--- config.mk ---
export PLATFORM = sky130hd
export DESIGN_NAME = fifo_read_framer
export DESIGN_NICKNAME = d
export VERILOG_FILES = /design/src/rtl/fifo_read_framer.sv
export SDC_FILE = /design/constraint.sdc
export NUM_CORES = 1
export LEC_CHECK = 0
export BUFFER_PORTS_ARGS = -buffer_cell sky130_fd_sc_hd__buf_4
export CORE_MARGIN = 3
export CORE_UTILIZATION = 50
export CTS_CLUSTER_DIAMETER = 30
export DETAILED_ROUTE_END_ITERATION = 8
export PLACE_DENSITY = 0.73
export SETUP_SLACK_MARGIN = 0.1
export SLEW_MARGIN = 40
export SYNTH_ARGS = -nofsm -noshare
export SYNTH_HDL_FRONTEND = slang
export SYNTH_SLANG_ARGS = --single-unit
export TNS_END_PERCENT = 1
--- constraint.sdc ---
create_clock -name rd_clk -period 3.8 [get_ports rd_clk]
set_input_delay 0.76 -clock rd_clk [delete_from_list [all_inputs] [get_ports rd_clk]]
set_output_delay 0.76 -clock rd_clk [all_outputs]
set_load 0.02 [all_outputs]
--- src/rtl/fifo_read_framer.sv ---
// Pulls words from a FIFO read port and emits them as fixed-length frames,
// each followed by a checksum word (modular sum of the frame's data words).
module fifo_read_framer #(
  parameter int DATA_W    = 16,
  parameter int FRAME_LEN = 8
) (
  input  logic              rd_clk,
  input  logic              rd_rst_n,
  input  logic              fifo_empty,
  output logic              fifo_rd_en,
  input  logic [DATA_W-1:0] fifo_rd_data,
  output logic [DATA_W-1:0] out_data,
  output logic              out_valid,
  input  logic              out_ready,
  output logic              out_last,
  output logic [7:0]        frame_cnt
);

  localparam logic [0:0] ST_DATA = 1'b0;
  localparam logic [0:0] ST_SUM  = 1'b1;
  localparam logic [7:0] LEN     = 8'(FRAME_LEN);

  logic [0:0]        state;
  logic              pend;
  logic [7:0]        word_cnt;
  logic [DATA_W-1:0] sum;

  logic out_free;
  logic xfer;
  logic sum_load;

  // The output register can take a new word when it is empty or being drained.
  assign out_free = !out_valid || out_ready;
  assign xfer     = out_valid && out_ready;
  assign sum_load = (state == ST_SUM) && out_free;

  // A pop is only issued when the word returned next cycle is sure to find the
  // output register free, so the returning word never needs to be buffered.
  assign fifo_rd_en = rd_rst_n && (state == ST_DATA) && !fifo_empty && !pend &&
                      (word_cnt < LEN) && out_free;

  always_ff @(posedge rd_clk) begin
    if (!rd_rst_n) begin
      state    <= ST_DATA;
      pend     <= 1'b0;
      word_cnt <= 8'd0;
      sum      <= '0;
    end else begin
      pend <= fifo_rd_en;
      if (fifo_rd_en) begin
        word_cnt <= word_cnt + 8'd1;
      end
      if (pend) begin
        sum <= sum + fifo_rd_data;
        if (word_cnt == LEN) begin
          state    <= ST_SUM;
          word_cnt <= 8'd0;
        end
      end else if (sum_load) begin
        sum   <= '0;
        state <= ST_DATA;
      end
    end
  end

  always_ff @(posedge rd_clk) begin
    if (!rd_rst_n) begin
      out_data  <= '0;
      out_valid <= 1'b0;
      out_last  <= 1'b0;
    end else if (pend) begin
      out_data  <= fifo_rd_data;
      out_valid <= 1'b1;
      out_last  <= 1'b0;
    end else if (sum_load) begin
      out_data  <= sum;
      out_valid <= 1'b1;
      out_last  <= 1'b1;
    end else if (xfer) begin
      out_valid <= 1'b0;
      out_last  <= 1'b0;
    end
  end

  always_ff @(posedge rd_clk) begin
    if (!rd_rst_n) begin
      frame_cnt <= 8'd0;
    end else if (xfer && out_last) begin
      frame_cnt <= frame_cnt + 8'd1;
    end
  end

endmodule

Yosys cells after proc, flatten, opt, wreduce, memory -nomap -nowiden
Cells that the tools add are included.
{"block": "totals", "regBits": 52, "input_bits": 20, "output_inout_bits": 27, "elab_cells": 46}
{"block": "op_classes", "add_sub_neg": 3, "magnitude_cmp": 1, "n_eq_ne": 2, "mux": 13, "bitwise": 2, "n_reduce_logical": 17}
{"operator": "16-bit 2-to-1 mux", "n": 4}
{"operator": "8-bit 2-to-1 mux", "n": 3}
{"operator": "16-bit adder", "n": 1}
{"operator": "8-bit by 1-bit adder with 8-bit output, second input constant", "n": 2}
{"operator": "8-bit by 4-bit == test with 1-bit output, second input constant", "n": 1}
{"operator": "1-bit logical AND", "n": 8}
{"operator": "8-bit by 4-bit less-than comparator with 1-bit output, second input constant", "n": 1}
{"operator": "1-bit 2-to-1 mux", "n": 6}
{"operator": "2-bit nonzero test", "n": 2}
{"operator": "1-bit logical NOT", "n": 3}
{"operator": "3-bit nonzero test", "n": 1}
{"operator": "2-bit by 1-bit != test with 1-bit output, second input constant", "n": 1}
{"operator": "1-bit inverter", "n": 2}
{"operator": "2-bit AND reduction", "n": 1}
{"operator": "2-bit OR reduction", "n": 1}
{"operator": "1-bit logical OR", "n": 1}

Logic depth before layout (Yosys ltp)
Gate-level depths: netlist (run 1).
{"block": "logic_depth", "ltp_word": 9, "mapped_depth": 8}

Least setup slack after synthesis (run 1)
No wires, ideal clock.
{"block": "synth_timing", "kind": "in2out", "start": "input port fifo_empty", "end": "output port fifo_rd_en", "arrival_ps": 1813, "required_ps": 3040, "path_slack_ps": 1227, "stages": 2, "n_path_buf": 0, "path_cell_list": "or3_1 -> nor4_1"}
{"block": "synth_between", "elab_chain_cells": 5}
{"element": "start: declaration", "line_no": "9", "text": "input logic fifo_empty,"}
{"element": "1-bit logical NOT", "line_no": "39", "text": "assign fifo_rd_en = rd_rst_n && (state == ST_DATA) && !fifo_empty && !pend &&"}
{"element": "1-bit logical AND (3 in series)", "line_no": "39"}
{"element": "1-bit logical AND", "line_no": "40", "text": "(word_cnt < LEN) && out_free;"}
{"element": "end: declaration", "line_no": "10", "text": "output logic fifo_rd_en,"}
No other way between the ends.

Final worst setup path (run 1)
{"block": "layout_timing", "start": "register word_cnt[7]", "end": "output port fifo_rd_en"}
{"block": "layout_between", "elab_chain_cells": 3}
{"element": "start: declaration", "line_no": "25", "text": "logic [7:0] word_cnt;"}
{"element": "start signal: assignment", "line_no": "51", "text": "word_cnt <= word_cnt + 8'd1;"}
{"element": "8-bit by 4-bit less-than comparator with 1-bit output", "line_no": "40"}
{"element": "1-bit logical AND", "line_no": "39"}
{"element": "1-bit logical AND", "line_no": "40"}
No other way between the ends.

==> results_dict.tcl, run 1 <==
set metrics [dict create \
    status "complete, no violations" \
    cts.sinks 52 \
    ff2ff_path_depth 8 \
    leakage_nw 1.43 \
    synth.avg_cell_area_um2 8.98 \
    ant_nets 0 \
    pwr-share-clk_pct 31.8 \
    finalPower_mw 1.19 \
    synth_seq_area_share_pct 35.5 \
    post-route-period-util_pct 64.9 \
    gr-total-overflow 0 \
    avgViaCountPerCell 5.61 \
    synthFlopType "dfxtp_1" \
    r2r_slack_ns 1.58 \
    initial_core_util_pct 52.3 \
    nFillCells 510 \
    rsz0062_at_grt "false" \
    synth_top_area_share_pct 35.5 \
    hold_violations 0 \
    syn2layout_area_growth_pct 16.2 \
    layout_commonest_cell "dfxtp_1" \
    cts_tree "built" \
    seq_area_mm2 0.00104 \
    irDropWorstVdd_v 0.000152 \
    power_switching_mw 0.323 \
    ys_types 52 \
    path_max_fanout 4 \
    grtUsageTotal_pct 19.6 \
    placed_area_mm2 0.00330 \
    r2r-end "sum[12]" \
    cts-root-buf "clkbuf_8" \
    gp_congestion 0.859 \
    crit_path_end_kind "primary output" \
    min_to "word_cnt[4]" \
    pwr-share-seq_pct 49.1 \
    required_ns 3.04 \
    yosysWarnings 0 \
    dr.pass1.iters 4 \
    core_area_mm2 0.00561 \
    detailed_place_hpwl_um 4470 \
    fin_area_mm2 0.00341 \
    synthTopCellsByArea "dfxtp_1 (35%), ha_1 (7.7%), mux2i_1 (6.1%), mux2_2 (6.1%), nor2_1 (4.2%)" \
    drive_gt1_share_pct 22.8 \
    routedWlPerCell_um 14.1 \
    diodes 0 \
    async_flop_share_pct 0 \
    crit_type "flop to primary output" \
    crit-reg2reg-launch "sum[0]" \
    syn_area_mm2 0.00294 \
    hold_depth 1 \
    fin_util_pct 60.8 \
    power.density_mw_per_mm2 348 \
    intPower_mw 0.864 \
    max-slew-margin-rel_pct 59.9 \
    yosysTopAreaCell "dfxtp_1" \
    cts.clk_slew.worst_paths_ns 0.09 \
    setup_viol 0 \
    die_width_um 82.6 \
    synth_nets 366 \
    grt_pass1_wl_um 10500 \
    fin_worst_skew_ns 0.00506 \
    ys_seq_elements 52 \
    cts_buffer_depth 2 \
    cts_resized 0 \
    rows 27 \
    grt_max_degree 42 \
    vias 2446 \
    startpoint_type "flop" \
    multi_input_comb_area_mm2 0.00177 \
    hold_buffers 0 \
    finalMaxSlewViolations 0 \
    insertion_delay_ns 0.31 \
    worstMarginPinSlew_ns 0.600 \
    port-buffer-count 46 \
    drcViolationCount 0 \
    fin_hold_ws_ns 0.476 \
    fin_setup_tns_ns 0 \
    antenna_found_initial 0 \
    period_minus_slack_ns 2.47 \
    final_net_count 402 \
    pwr-share-comb_pct 19.1 \
    netlist_instances 327 \
    fmax_ghz 0.405 \
    wl_um 6130 \
    worst_ep_arrival_time_ns 1.71 \
    first_global_vias 2395 \
    drtIter0Drc 151 \
    cts_made_buffers 5 \
    htreeDepth 2 \
    cts_setup_buffers 0 \
    die_h_um 82.6 \
    final_cell_mix "dfxtp_1 (52), buf_4 (48), nor2_1 (33)" \
    ios 47 \
    die-area_mm2 0.00683 \
    cap_violations 0 \
    hold_start "word_cnt[4]" \
    p_sw_share_pct 27.2 \
    hold_class "flop to flop" \
    synth_edf_count 0 \
]
-- power by group through the flow --
stage	logic (mW)	registers (mW)	clock network, mW
after floorplan	0.152	0.603	0
after global placement	0.222	0.595	0
after detailed placement	0.225	0.596	0
after CTS	0.227	0.583	0.388
after global routing	0.254	0.586	0.410
final	0.227	0.582	0.378
-- sequential cells by signal (all words and copies together) (netlist names) --
| name | cells |
|---|---|
| out_data | 16 |
| sum | 16 |
| frame_cnt | 8 |
| word_cnt | 8 |
| out_last | 1 |
| out_valid | 1 |
| pend | 1 |
| state | 1 |
-- through the flow --
step	std cells	setup slack, ns
after global routing	436	1.24
after floorplan	327	1.23
final	436	1.33
after detailed placement	428	1.14
after CTS	436	1.31
after global placement	428	1.17
-- cell usage after synthesis (8+ instances only) --
library cell,number
nor2_1,33
nand2_1,23
mux2i_1,18
mux2_2,16
a21oi_1,20
ha_1,18
nand4_1,8
nand3b_1,10
inv_1,11
clkbuf_1,9
dfxtp_1,52
-- kinds of logic (layout without fill, tap and decap cells) --
logic type	after synthesis	after routing	share of synthesized area, %
AO/OA/AOI/OAI	64	64	14.9
XOR/XNOR	13	13	3.88
adder cells (fa/ha/maj)	19	19	8.35
multiplexers	34	34	12.3
AND/OR/NAND/NOR	115	115	21.0
buffers and inverters	30	67	4.18
flip-flops	52	52	35.5
-- how the worst max path moves through the flow --
stage                          from         end  slack (ns)  cells after the start
finish                  word_cnt[7]  fifo_rd_en        1.33                      3
global placement    fifo_rd_data[0]     sum[14]        1.17                      9
global route                   pend  fifo_rd_en        1.24                      4
detailed placement  fifo_rd_data[0]     sum[12]        1.14                      9
floorplan                fifo_empty  fifo_rd_en        1.23                      2
CTS                     word_cnt[7]  fifo_rd_en        1.31                      3
-- final cells by class --
type / count / area share, %
clock buffers: 6 / 2.13
repair buffers: 48 / 10.6
multi-input cells: 245 / 51.9
clock inverters: 2 / 1.03
inverters: 11 / 1.21
flip-flops and latches: 52 / 30.5
well taps: 72 / 2.64
-- per-layer routing --
metal | track usage, % | vias up | share of wire (%)
li1 | - | 1247 | -
met1 | 24.9 | 1142 | 49
met2 | 32.8 | 47 | 45
met3 | 4.56 | 10 | 4.5
met4 | 6.05 | 0 | 1.6
met5 | 0 | - | 0
-- worst max-delay path, stage by stage, from the launching register on --
cell     delay, ns
dfxtp_1       0.32
or4_4         0.57
nor4_1        0.32
buf_4         0.20
No activity file was read; power rests on OpenSTA's default activity.
==> run 2, diff against run 1 <==
- clock period: 3.8 -> 2.55 ns (I/O delays scaled with it)
==> run 2 against run 1 <==
  * Critical path depth unchanged
  * Via count decreased by 0.57%
  * Utilization increased by 0.49 points
  * Final cell count increased by 0.46%
  * Wire length decreased by 1.5%
  * Sequential share of layout area decreased by 0.24 points
  * Combinational power increased by 48%
  * Worst setup slack got worse by 1.0 ns
  * Die area unchanged
  * Critical endpoint unchanged
==> results_dict.tcl, run 2 (synthesis gave the netlist of run 1 again) <==
set metrics [dict create \
    status "complete, no violations" \
    post-route-period-util_pct 87.0 \
    crit-reg2reg-launch "sum[0]" \
    crit_family "simple AND/OR/NAND/NOR gates" \
    die_width_um 82.6 \
    cts_buffer_depth 2 \
    min_to "out_data[4]" \
    cts_tree "built" \
    p_sw_share_pct 27.2 \
    hold_class "input port to flop" \
    htreeDepth 2 \
    hold_depth 3 \
    drcViolationCount 0 \
    gr-total-overflow 0 \
    ios 47 \
    startpoint_type "flop" \
    path_cells "or4_4, nor4_1, buf_4" \
    hold_start "fifo_rd_data[4]" \
    drtIter0Drc 130 \
    fin_area_mm2 0.00344 \
    crit_slowest_cell "or4_4" \
    cts.sinks 52 \
    final_cell_mix "dfxtp_1 (52), buf_4 (49), nor2_1 (33)" \
    r2r-end "sum[14]" \
    multi_input_comb_area_mm2 0.00177 \
    r2r_slack_ns 0.36 \
    hold_violations 0 \
    vias 2432 \
    diodes 0 \
    cpPeakStageDelay_ns 0.57 \
    grt_max_degree 31 \
    seq_area_mm2 0.00104 \
    antenna_found_initial 0 \
    gp_congestion 0.894 \
    leakage_nw 1.45 \
    final_net_count 404 \
    syn2layout_area_growth_pct 17.2 \
    hold_buffers 0 \
    drive_gt1_share_pct 23.0 \
    setup_viol 0 \
    cts_setup_buffers 0 \
    required_ns 2.04 \
    ff2ff_path_depth 8 \
    cts_resized 0 \
    power_switching_mw 0.483 \
    pwr-share-comb_pct 18.9 \
    cts_made_buffers 5 \
    rsz0062_at_grt "false" \
    crit_path_end_kind "primary output" \
    fin_worst_skew_ns 0.00600 \
    grtUsageTotal_pct 19.0 \
    first_global_vias 2359 \
    path_max_fanout 4 \
    worst_ep_arrival_time_ns 1.71 \
    die-area_mm2 0.00683 \
    insertion_delay_ns 0.30 \
    placed_area_mm2 0.00333 \
    core_area_mm2 0.00561 \
    cts.clk_slew.worst_paths_ns 0.10 \
    routedWlPerCell_um 13.8 \
    wl_um 6040 \
    die_h_um 82.6 \
    layout_commonest_cell "dfxtp_1" \
    nFillCells 519 \
    ant_nets 0 \
    cts-root-buf "clkbuf_8" \
    irDropWorstVdd_v 0.000261 \
    detailed_place_hpwl_um 4410 \
    dr.pass1.iters 4 \
    finalMaxSlewViolations 0 \
    worstMarginPinSlew_ns 0.565 \
    period_minus_slack_ns 2.22 \
    reg_top3 "out_data: 16 flops, sum: 16 flops" \
    cap_violations 0 \
    pwr-share-clk_pct 31.9 \
    avgViaCountPerCell 5.55 \
    initial_core_util_pct 52.3 \
    power.density_mw_per_mm2 515 \
    cp.depth 3 \
    grt_pass1_wl_um 10100 \
    pwr-share-seq_pct 49.2 \
    crit_type "flop to primary output" \
    fin_setup_tns_ns 0 \
    path_buf_inv 1 \
    intPower_mw 1.29 \
    fmax_ghz 0.451 \
    port-buffer-count 46 \
    max-slew-margin-rel_pct 62.3 \
    rows 27 \
]
## run 2: cell count changes in the layout (fill, tap and decap cells not counted)
cell | before | now
inv_1 | 10 | 11
buf_4 | 48 | 49
buf_12 | 0 | 1
inv_2 | 1 | 0
## run 2: worst min-delay path: stages
cell and delay, ns:
buf_4 0.08, mux2i_1 0.05, nor2_1 0.07
## run 2: stage by stage
step	hold slack (ns)	instances	worst slack (ns)	utilization, %	power [mW]
after floorplan	0.431	327	0.386	-	1.13
after global placement	0.443	430	0.178	59.4	1.22
after detailed placement	0.446	430	0.158	59.4	1.22
after CTS	0.443	438	0.311	61.3	1.79
after global routing	0.453	438	0.164	61.3	1.86
final	0.447	438	0.331	61.3	1.77
## run 2: area by class of cell
cell class | instances | area share [%]
multi-input combinational | 245 | 51.5
sequential | 52 | 30.3
timing repair buffer | 50 | 11.3
clock inverter | 2 | 1.02
clock buffer | 6 | 2.11
inverter | 11 | 1.20
tap | 72 | 2.62
## run 2: routing by layer
metal,vias up,track usage (%),wire [µm]
met3,4,4.66,289
met4,0,5.56,42
met5,-,0,0
met1,1127,23.7,2900
li1,1256,-,-
met2,45,32.3,2810
## run 2: power by group through the flow
stage	Combinational [mW]	Sequential, mW	Clock [mW]
detailed placement	0.334	0.891	0
floorplan	0.226	0.899	0
global placement	0.329	0.890	0
finish	0.335	0.872	0.565
global route	0.374	0.877	0.612
CTS	0.336	0.872	0.581
## run 2: how the worst max path moves through the flow
stage,start,end
final,word_cnt[7],fifo_rd_en
after global routing,sum[0],sum[14]
after global placement,fifo_rd_data[0],sum[14]
after detailed placement,fifo_rd_data[0],sum[12]
after CTS,word_cnt[7],fifo_rd_en
after floorplan,fifo_rd_data[0],sum[12]
==> run 3, diff against run 2 <==
- ABC_AREA: unset -> 1
==> run 3 against run 2 <==
  * Power decreased by 4.5%
  * Global-route usage rose by 1.4 points
  * Die area up 0.28%
  * Count of clock-buffer cells in the layout shrank 1
  * Critical path depth rose by 5
  * Sequential share of layout area grew 0.14 points
  * Worst hold slack worse by 0.011 ns
==> results_dict.tcl, run 3 <==
set metrics [dict create \
    status "complete, no violations" \
    period_minus_slack_ns 1.98 \
    path_max_fanout 11 \
    synth_top_area_share_pct 35.4 \
    startpoint_type "input port" \
    synth_edf_count 0 \
    cts_buffer_depth 2 \
    grt_pass1_wl_um 10900 \
    crit_type "input port to primary output" \
    power.density_mw_per_mm2 494 \
    max-slew-margin-rel_pct 63.1 \
    placed_area_mm2 0.00333 \
    crit-reg2reg-launch "sum[0]" \
    worst_ep_arrival_time_ns 1.47 \
    leakage_nw 1.70 \
    finalMaxSlewViolations 0 \
    ios 47 \
    cts_resized 0 \
    fin_area_mm2 0.00342 \
    final_cell_mix "nand2_1 (161), inv_1 (65), dfxtp_1 (52)" \
    grt_max_degree 38 \
    ys_seq_elements 52 \
    cap_violations 0 \
    cts.clk_slew.worst_paths_ns 0.10 \
    initial_core_util_pct 52.5 \
    grtUsageTotal_pct 20.3 \
    post-route-period-util_pct 77.5 \
    rsz0062_at_grt "false" \
    first_global_vias 2529 \
    wl_um 6440 \
    ys_types 33 \
    fin_worst_skew_ns 0.00556 \
    vias 2835 \
    insertion_delay_ns 0.31 \
    synth_seq_area_share_pct 35.4 \
    port-buffer-count 46 \
    finalNonFillerCells 564 \
    intPower_mw 1.17 \
    power_switching_mw 0.525 \
    yosysWarnings 0 \
    syn2layout_area_growth_pct 16.3 \
    cts.sinks 52 \
    diodes 0 \
    pwr-share-seq_pct 51.4 \
    cts_made_buffers 5 \
    irDropWorstVdd_v 0.000341 \
    gr-total-overflow 0 \
    hold_start "word_cnt[4]" \
    die_h_um 82.7 \
    synthFlopType "dfxtp_1" \
    die-area_mm2 0.00685 \
    cts-root-buf "clkbuf_8" \
    fmax_ghz 0.506 \
    required_ns 2.04 \
    dr.pass1.iters 4 \
    pwr-share-comb_pct 19.3 \
    gp_congestion 0.868 \
    syn_area_mm2 0.00294 \
    pwr-share-clk_pct 29.3 \
    r2r_slack_ns 0.65 \
    async_flop_share_pct 0 \
    synth_nets 487 \
    core_area_mm2 0.00561 \
    setup_viol 0 \
    synthTopCellsByArea "dfxtp_1 (35%), nand2_1 (21%), inv_1 (8.3%), ha_1 (7.6%), a21oi_1 (5.8%)" \
    drive_gt1_share_pct 14.0 \
    worstMarginPinSlew_ns 0.553 \
    hold_buffers 0 \
    cts_tree "built" \
    synth_commonest_cells "nand2_1 (161), inv_1 (65), dfxtp_1 (52), a21oi_1 (34), nor2_1 (25)" \
    rows 27 \
    final_net_count 530 \
    hold_class "flop to flop" \
    cts_setup_buffers 0 \
    hold_depth 2 \
    ant_nets 0 \
    min_to "word_cnt[4]" \
    routedWlPerCell_um 11.4 \
    p_sw_share_pct 31.0 \
    yosysTopAreaCell "dfxtp_1" \
    synth.avg_cell_area_um2 6.57 \
    crit_path_end_kind "primary output" \
    netlist_instances 448 \
    detailed_place_hpwl_um 4690 \
    place_inst 556 \
    antenna_found_initial 0 \
    ff2ff_path_depth 10 \
    layout_commonest_cell "nand2_1" \
    fin_hold_ws_ns 0.436 \
    drcViolationCount 0 \
    drtIter0Drc 162 \
    yosysMostFrequentCell "nand2_1" \
    die_width_um 82.7 \
    avgViaCountPerCell 5.03 \
    reg_top3 "out_data: 16 flops, sum: 16 flops" \
    htreeDepth 2 \
    finalPower_mw 1.69 \
    fin_setup_tns_ns 0 \
    r2r-end "sum[8]" \
    hold_violations 0 \
]
[run 3: metal layers]
metal / track usage [%] / vias to the layer above / routed length (µm)
li1: - / 1501 / -
met1: 26.8 / 1270 / 3090
met2: 33.7 / 56 / 2970
met3: 3.90 / 8 / 296
met4: 6.05 / 0 / 82
met5: 0 / - / 0
[run 3: final cells by class]
class / count / area (µm²)
Clock buffer: 5 / 68.8
Clock inverter: 3 / 21.3
Fill cell: 577 / 2180
Inverter: 67 / 251
Multi-Input combinational cell: 317 / 1590
Sequential cell: 52 / 1040
Tap cell: 72 / 90.1
Timing Repair Buffer: 48 / 360
[run 3: worst max path at each step]
stage	start	to	cells after the start
6_report	rd_rst_n	fifo_rd_en	8
5_1_grt	rd_rst_n	fifo_rd_en	8
4_1_cts	rd_rst_n	fifo_rd_en	8
3_5_place_dp	fifo_rd_data[0]	sum[8]	11
3_3_place_gp	fifo_rd_data[0]	sum[8]	11
2_1_floorplan	fifo_rd_data[0]	sum[8]	10
[run 3: power by group through the flow]
stage	clock [mW]	sequential, mW	combinational (mW)
finish	0.496	0.869	0.327
global route	0.543	0.874	0.375
CTS	0.505	0.870	0.328
detailed placement	0	0.888	0.326
global placement	0	0.887	0.321
floorplan	0	0.900	0.214
[run 3: critical path, cell delays in order]
cell and delay [ns]:
buf_4 0.14, inv_1 0.06, nor2_1 0.12, nand2_1 0.07, nor4_2 0.14, nand2_1 0.16, inv_2 0.12, buf_4 0.14
[run 3: per-stage QoR]
stage	setup WS, ns	util [%]
final	0.573	61.0
after CTS	0.561	61.0
after global routing	0.424	61.0
after floorplan	0.658	-
after global placement	0.476	59.4
after detailed placement	0.425	59.4
[run 3: cell families after synthesis]
group,Yosys count,share of synthesized area (%)
and+or+nand+nor,232,33.3
AOI/OAI and AO/OA,64,11.8
DFF,52,35.4
buffers and inverters,79,10.6
adders and majority gates,19,8.33
xor gates and xnor gates,2,0.595
